<file path="src/rtl/decode_pipe.sv">
// Instruction decode stage with hazard detection, a multiply scoreboard and the ID/EX register.
// Define DECODE_FORWARD_EN to forward EX/MEM results; when it is undefined every EX/MEM RAW hazard stalls.
module decode_pipe #(
    parameter int ADDR_W  = 32,
    parameter int REG_W   = 32,
    parameter int MUL_LAT = 4
) (
    input  logic              clk,
    input  logic              reset,
    input  logic              in_valid,
    input  logic [ADDR_W-1:0] pc,
    input  logic [31:0]       instruction,
    output logic [4:0]        src_reg1,
    output logic [4:0]        src_reg2,
    input  logic [REG_W-1:0]  rin_reg1,
    input  logic [REG_W-1:0]  rin_reg2,
    input  logic              ex_regwrite,
    input  logic              ex_memread,
    input  logic [4:0]        ex_dest_reg,
    input  logic              m_regwrite,
    input  logic [4:0]        m_dest_reg,
    input  logic [REG_W-1:0]  ex_result,
    input  logic [REG_W-1:0]  m_result,
    input  logic              flush,
    output logic              pc_write,
    output logic              if_id_write,
    output logic              out_valid,
    output logic [ADDR_W-1:0] out_pc,
    output logic [6:0]        out_opcode,
    output logic [REG_W-1:0]  rout_reg1,
    output logic [REG_W-1:0]  rout_reg2,
    output logic [4:0]        dest_reg,
    output logic [ADDR_W-1:0] mimmediat,
    output logic              is_mult,
    output logic              mul_busy
);

    localparam logic [6:0] OPCODE_MUL  = 7'h12;
    localparam logic [6:0] OPCODE_BEQ  = 7'h13;
    localparam logic [6:0] OPCODE_JUMP = 7'h14;
    localparam logic [3:0] MUL_LAT_C   = 4'(MUL_LAT);

    logic [6:0]        opcode;
    logic [4:0]        dst;
    logic [3:0]        mul_cnt;
    logic [3:0]        mul_cnt_next;
    logic [4:0]        mul_dest;
    logic              ex_m1, ex_m2, mem_m1, mem_m2;
    logic              load_use, mul_raw, mul_struct, hazard;
    logic              stall, issue, issue_mul;
    logic [REG_W-1:0]  op1, op2;
    logic [ADDR_W-1:0] imm;

    function automatic logic match(input logic [4:0] src, input logic wr, input logic [4:0] dest);
        return wr && (dest == src) && (src != 5'd0);
    endfunction

    assign opcode   = instruction[31:25];
    assign dst      = instruction[24:20];
    assign src_reg1 = instruction[19:15];
    assign src_reg2 = instruction[14:10];

    assign ex_m1  = match(src_reg1, ex_regwrite, ex_dest_reg);
    assign ex_m2  = match(src_reg2, ex_regwrite, ex_dest_reg);
    assign mem_m1 = match(src_reg1, m_regwrite, m_dest_reg);
    assign mem_m2 = match(src_reg2, m_regwrite, m_dest_reg);

    assign load_use   = ex_memread && (ex_m1 || ex_m2);
    assign mul_raw    = mul_busy && (((src_reg1 != 5'd0) && (src_reg1 == mul_dest)) ||
                                     ((src_reg2 != 5'd0) && (src_reg2 == mul_dest)));
    assign mul_struct = mul_busy && (opcode == OPCODE_MUL);

`ifdef DECODE_FORWARD_EN
    assign hazard = load_use || mul_raw || mul_struct;
    // EX is the younger producer, so it wins over MEM.
    assign op1 = ex_m1 ? ex_result : (mem_m1 ? m_result : rin_reg1);
    assign op2 = ex_m2 ? ex_result : (mem_m2 ? m_result : rin_reg2);
`else
    assign hazard = load_use || mul_raw || mul_struct || ex_m1 || ex_m2 || mem_m1 || mem_m2;
    assign op1 = rin_reg1;
    assign op2 = rin_reg2;
`endif

    assign stall       = in_valid && !flush && hazard;
    assign issue       = in_valid && !stall && !flush;
    assign issue_mul   = issue && (opcode == OPCODE_MUL);
    assign pc_write    = !stall;
    assign if_id_write = !stall;

    always_comb begin
        imm = {{(ADDR_W-15){instruction[14]}}, instruction[14:0]};
        case (opcode)
            OPCODE_BEQ:  imm = {{(ADDR_W-15){instruction[24]}}, instruction[24:20], instruction[9:0]};
            OPCODE_JUMP: imm = {{(ADDR_W-20){instruction[24]}}, instruction[24:20], instruction[14:0]};
            default:     imm = {{(ADDR_W-15){instruction[14]}}, instruction[14:0]};
        endcase
    end

    // Saturating down-counter: a new MUL reloads it, otherwise it drains to zero.
    always_comb begin
        mul_cnt_next = mul_cnt;
        if (issue_mul)
            mul_cnt_next = MUL_LAT_C;
        else if (mul_cnt != 4'd0)
            mul_cnt_next = mul_cnt - 4'd1;
    end

    always_ff @(posedge clk or posedge reset) begin
        if (reset) begin
            mul_cnt    <= '0;
            mul_busy   <= 1'b0;
            mul_dest   <= '0;
            out_valid  <= 1'b0;
            is_mult    <= 1'b0;
            out_pc     <= '0;
            out_opcode <= '0;
            rout_reg1  <= '0;
            rout_reg2  <= '0;
            dest_reg   <= '0;
            mimmediat  <= '0;
        end else begin
            mul_cnt  <= mul_cnt_next;
            mul_busy <= (mul_cnt_next != 4'd0);
            if (issue_mul)
                mul_dest <= dst;
            if (issue) begin
                out_valid  <= 1'b1;
                is_mult    <= (opcode == OPCODE_MUL);
                out_pc     <= pc;
                out_opcode <= opcode;
                rout_reg1  <= op1;
                rout_reg2  <= op2;
                dest_reg   <= dst;
                mimmediat  <= imm;
            end else begin
                // Stall or flush: inject a bubble, leave the data fields as they were.
                out_valid <= 1'b0;
                is_mult   <= 1'b0;
                dest_reg  <= '0;
            end
        end
    end

endmodule

</file>
<file path="config.mk">
export PLATFORM = sky130hd
export DESIGN_NAME = decode_pipe
export DESIGN_NICKNAME = d
export VERILOG_FILES = /design/src/rtl/decode_pipe.sv
export SDC_FILE = /design/constraint.sdc
export NUM_CORES = 1
export LEC_CHECK = 0
export CORE_AREA = 4 4 140 142
export CTS_CLUSTER_DIAMETER = 200
export CTS_CLUSTER_SIZE = 24
export DETAILED_ROUTE_END_ITERATION = 10
export DIE_AREA = 0 0 144 146
export HOLD_SLACK_MARGIN = 0.15
export PLACE_DENSITY = 0.79
export RECOVER_POWER = 100
export SLEW_MARGIN = 10
export SYNTH_ARGS = -nofsm -noshare
export SYNTH_HDL_FRONTEND = slang
export SYNTH_SLANG_ARGS = --single-unit
export TNS_END_PERCENT = 20
</file>
<file path="constraint.sdc">
create_clock -name clk -period 8.5 [get_ports clk]
set_clock_uncertainty 0.2 [all_clocks]
set_input_delay 0.85 -clock clk [delete_from_list [all_inputs] [get_ports clk]]
set_output_delay 0.85 -clock clk [all_outputs]
set_load 0.02 [all_outputs]
</file>
Word level (Yosys, flattened, before mapping)
Index checks and enable logic that the tools add are counted.
Widths: inputs -> output; s select.
{ "totals": {"elab_cells": 59, "input_bits": 209, "ff_bits": 152, "output_inout_bits": 155} }
{ "op_classes": {"reduce_logical": 32, "eq_ne": 9, "addsub": 1, "muxes": 6} }
{ "ops": {"columns": ["cell", "count"], "rows": [
  ["$pmux 32 s2", 1],
  ["$eq 5x5->1", 6],
  ["$eq 7x5->1 const B", 3],
  ["$logic_and 1x1->1", 18],
  ["$reduce_bool 5->1", 2],
  ["$logic_or 1x1->1", 8],
  ["$mux 4", 2],
  ["$reduce_bool 4->1", 2],
  ["$mux 5", 1],
  ["$sub 4x1->4 const B", 1],
  ["$logic_not 1->1", 2],
  ["$mux 1", 2]
]} }

Longest topological paths before layout
{ "logic_depth": {"word_depth": 18, "ltp_mapped": 9} }

Worst setup path before layout
No wires, ideal clock.
{ "synth_path": {"kind": "input to output", "from": "in instruction[12]", "to": "out pc_write", "required_time_ns": 7.450, "path_stages": 7, "setup_slack_ns": 5.200, "arrival_time_ns": 2.250, "cell_sequence": "or4_1 > nor2_1 > nor4_1 > o31ai_2 > nand3b_1 > nand2b_1 > buf_4"} }
{ "synth_between": {"elab_chain_len": 13, "word_cells_on_any_way": 21, "cone_classes": "eq/ne: 3; reduce/logical: 18"} }
{ "synth_lines": {"columns": ["item", "line", "rtl"], "rows": [
  ["start, declared", "12", "input logic [31:0] instruction,"],
  ["$eq 5x5->1", "55", "return wr && (dest == src) && (src != 5'd0);"],
  ["$logic_and 1x1->1 (2 in a row)", "55", null],
  ["$logic_or 1x1->1", "68", "assign load_use = ex_memread && (ex_m1 || ex_m2);"],
  ["$logic_and 1x1->1", "68", null],
  ["$logic_or 1x1->1 (5 in a row)", "79", "assign hazard = load_use || mul_raw || mul_struct || ex_m1 || ex_m2 || mem_m1 || mem_m2;"],
  ["$logic_or 1x1->1 *", "79", null],
  ["$logic_and 1x1->1 *", "84", "assign stall = in_valid && !flush && hazard;"],
  ["$logic_not 1->1 *", null, null],
  ["end, declared", "25", "output logic pc_write,"]
]} }
Every way passes the cells marked *; elsewhere a longest branch is shown, timed or not.

Final worst setup path
{ "layout_path": {"from": "in instruction[12]", "to": "out if_id_write"} }
{ "layout_between": {"elab_chain_len": 13, "word_cells_on_any_way": 21, "cone_classes": "eq/ne: 3; reduce/logical: 18"} }
{ "layout_lines": {"columns": ["item", "line", "rtl"], "rows": [
  ["$eq 5x5->1", "55", null],
  ["$logic_and 1x1->1 (2 in a row)", "55", null],
  ["$logic_or 1x1->1", "68", null],
  ["$logic_and 1x1->1", "68", null],
  ["$logic_or 1x1->1 (5 in a row)", "79", null],
  ["$logic_or 1x1->1 *", "79", null],
  ["$logic_and 1x1->1 *", "84", null],
  ["$logic_not 1->1 *", "88", "assign if_id_write = !stall;"],
  ["end, declared", "26", "output logic if_id_write,"]
]} }
Marks and branches as above.

==> results_dict.tcl <==
set metrics [dict create \
    drt-total-wl_um 16300 \
    cp_max_fo 6 \
    nets 917 \
    crit_start "instruction[12]" \
    place_congestion 0.816 \
    yosys_most_used_dff "dfrtp_1" \
    grt_overflow_total 0 \
    ant_nets 0 \
    io_buffers 298 \
    drive_above_1_share 0.0861 \
    drv_slew 75 \
    drt_iter0_markers 149 \
    drv_cap 1 \
    cts_sinks 140 \
    min_period_over_period 0.542 \
    pin_count 364 \
    postCtsHoldBufs 0 \
    drt_pass1_iterations 4 \
    cp-end-kind "output port" \
    dieArea_um2 21000 \
    placementRows 50 \
    viasPerCell 4.57 \
    grt_usage 0.156 \
    worstPathArrival_ps 3560 \
    core_um2 18500 \
    hp-class "reg -> reg" \
    wire_per_inst_um 17.0 \
    syn_nets 637 \
    layout_common_cells "158 x dlygate4sd3_1, 140 x dfrtp_1, 140 x clkdlybuf4s50_1" \
    rsz0062_at_grt "false" \
    grt_max_degree 75 \
    placed_cells 922 \
    violations "capacitance limit, slew limit" \
    die_h_um 146 \
    start_util 0.346 \
    wl_met2_um 7930 \
    power_density_nw_per_um2 243 \
    cp_slowest_cell "dlygate4sd3_1" \
    reg.largest.list "out_pc: 32 flops, rout_reg1: 32 flops, rout_reg2: 32 flops" \
    synth_area_um2 6380 \
    worst_path_largest_cell_delay_ps 680 \
    synth-seq-cells 140 \
    antenna_found_initial 0 \
    avgSynthCellArea_um2 14.9 \
    fin_cells 954 \
    hold_viol 0 \
    outcome "complete, but fails checks" \
    areaGrowthSynthToFinish_pct 50.2 \
    fin_tns_setup_ps 0 \
    min_from "rout_reg1[24]" \
    p_leak_nw 4.06 \
    clock-root-buffer "clkbuf_16" \
    yosysSeqAreaShare 0.549 \
    cp_data_required_time_ps 7450 \
    cts_tree "done" \
    h-tree-depth 4 \
    cts_buffer_depth 2 \
    peakVddDrop_mv 0.114 \
    antennaDiodeCount 0 \
    syn_inst 427 \
    cp-start-kind "input port" \
    drt-met1-wl_um 6340 \
    relSlewSlack -1.25 \
    cp_common_cell "dlygate4sd3_1" \
    grt_pass1_vias 4710 \
    ys_async_sr_fraction 1.00 \
    netlist-cell-type-count 40 \
    design_area_um2 9580 \
    critPathTopFamily "buffers and inverters" \
    cp_cell_sequence "dlygate4sd3_1, or4_1, nor2_1, nor4_1, o21ai_0, nand3b_1, nand2b_1, dlygate4sd3_1" \
    top_layer_used "met4" \
    hpwl_um 12400 \
    path_buf_inv 2 \
    layout_commonest_cell "dlygate4sd3_1" \
    die_w_um 144 \
    yosys_warnings 0 \
    clock.fmax_mhz 217 \
    via_count 4362 \
    clk_pin_slew_worst_paths_ps 50 \
    setup_viol 0 \
    post_cts_resized 0 \
    post-route-min-period_ps 4610 \
    drc 0 \
    clk_latency_ps 410 \
    cts_buffers 17 \
    rr_startpoint "mul_dest[1]" \
    crit_type "in -> out" \
    synth_edf_count 0 \
    post_dp_cell_area_um2 9380 \
    worst_pin_slew_ps 3360 \
    postCtsSetupBuffers 0 \
    met3_length_um 1500 \
    grt_pass1_wl_um 25800 \
]
[final cells by class]
type	count	area [um2]
Clock buffer	19	443
Clock inverter	13	155
Fill cell	1656	8870
Inverter	14	53.8
Multi-Input combinational cell	232	2120
Sequential cell	140	3500
Tap cell	234	293
Timing Repair Buffer	302	3010
[path summary, 6_finish.rpt]
| check | depth (start not counted) | slack (ps) | endpoint |
|---|---|---|---|
| worst max-delay path | 8 | 3890 | if_id_write |
| min in group asynchronous | 2 | 1680 | rout_reg2[6] |
| max in group asynchronous | 3 | 4440 | rout_reg2[9] |
| worst min-delay path | 1 | 280 | rout_reg1[24] |
| worst max register to register | 6 | 5560 | out_pc[13] |
| worst min register to register | 1 | 280 | rout_reg1[24] |
[power breakdown]
group          leakage [nW]  total, mW  internal (mW)  switching [mW]
Clock                 0.283      0.747          0.447           0.300
Sequential             1.66      0.868          0.801          0.0667
Combinational          2.11      0.714          0.348           0.366
[per-stage QoR]
stage          hold WS, ps   util  power, mW  setup WS [ps]
5_1_grt                294  0.519       2.45           3740
3_5_place_dp           291  0.508       1.75           4030
6_report               282  0.519       2.33           3890
4_1_cts                307  0.540       2.52           4010
2_1_floorplan          294      -       1.35           3700
3_3_place_gp           286  0.508       1.74           4040
[synthesized netlist by cell type, types with 2 or more instances]
cell      count  area [um2]
dfrtp_1     140        3500
mux2_4       99        1490
mux2_2       24         270
buf_4        23         173
xnor2_1      23         201
inv_1        14        52.6
nor2_1       13        48.8
buf_6        11         124
nand2_1       9        33.8
xor2_1        8        70.1
a21oi_1       6        30.0
o21ai_0       6        30.0
mux2i_1       5        50.1
nand3_1       5        25.0
buf_2         4        20.0
nor4_1        4        25.0
clkbuf_1      3        11.3
nor2b_1       3        18.8
nand2b_1      2        12.5
nand4_1       2        12.5
nor3_1        2        10.0
o211ai_1      2        15.0
or3_1         2        12.5
[worst register-to-register path: cells and delay by family (launching register included)]
kind,cells,cell delay (ps)
AOI/OAI and AO/OA,1,140
xor gates and xnor gates,1,160
buffers and inverters,1,740
DFF,1,420
muxes,1,470
and+or+nand+nor,2,690
[routing by layer]
layer | GRT usage | up-vias
met1 | 0.181 | 2084
met3 | 0.0611 | 35
met2 | 0.259 | 215
met5 | 0 | -
met4 | 0.0617 | 0
li1 | - | 2028
[cells by family after synthesis]
group,Yosys count,share of synthesized area
xor gates and xnor gates,31,0.0425
DFF,140,0.549
muxes,128,0.283
AOI/OAI and AO/OA,20,0.0190
adders and majority gates,1,0.00196
and+or+nand+nor,52,0.0447
buffers and inverters,55,0.0596
Power figures use the tool's default switching activity.
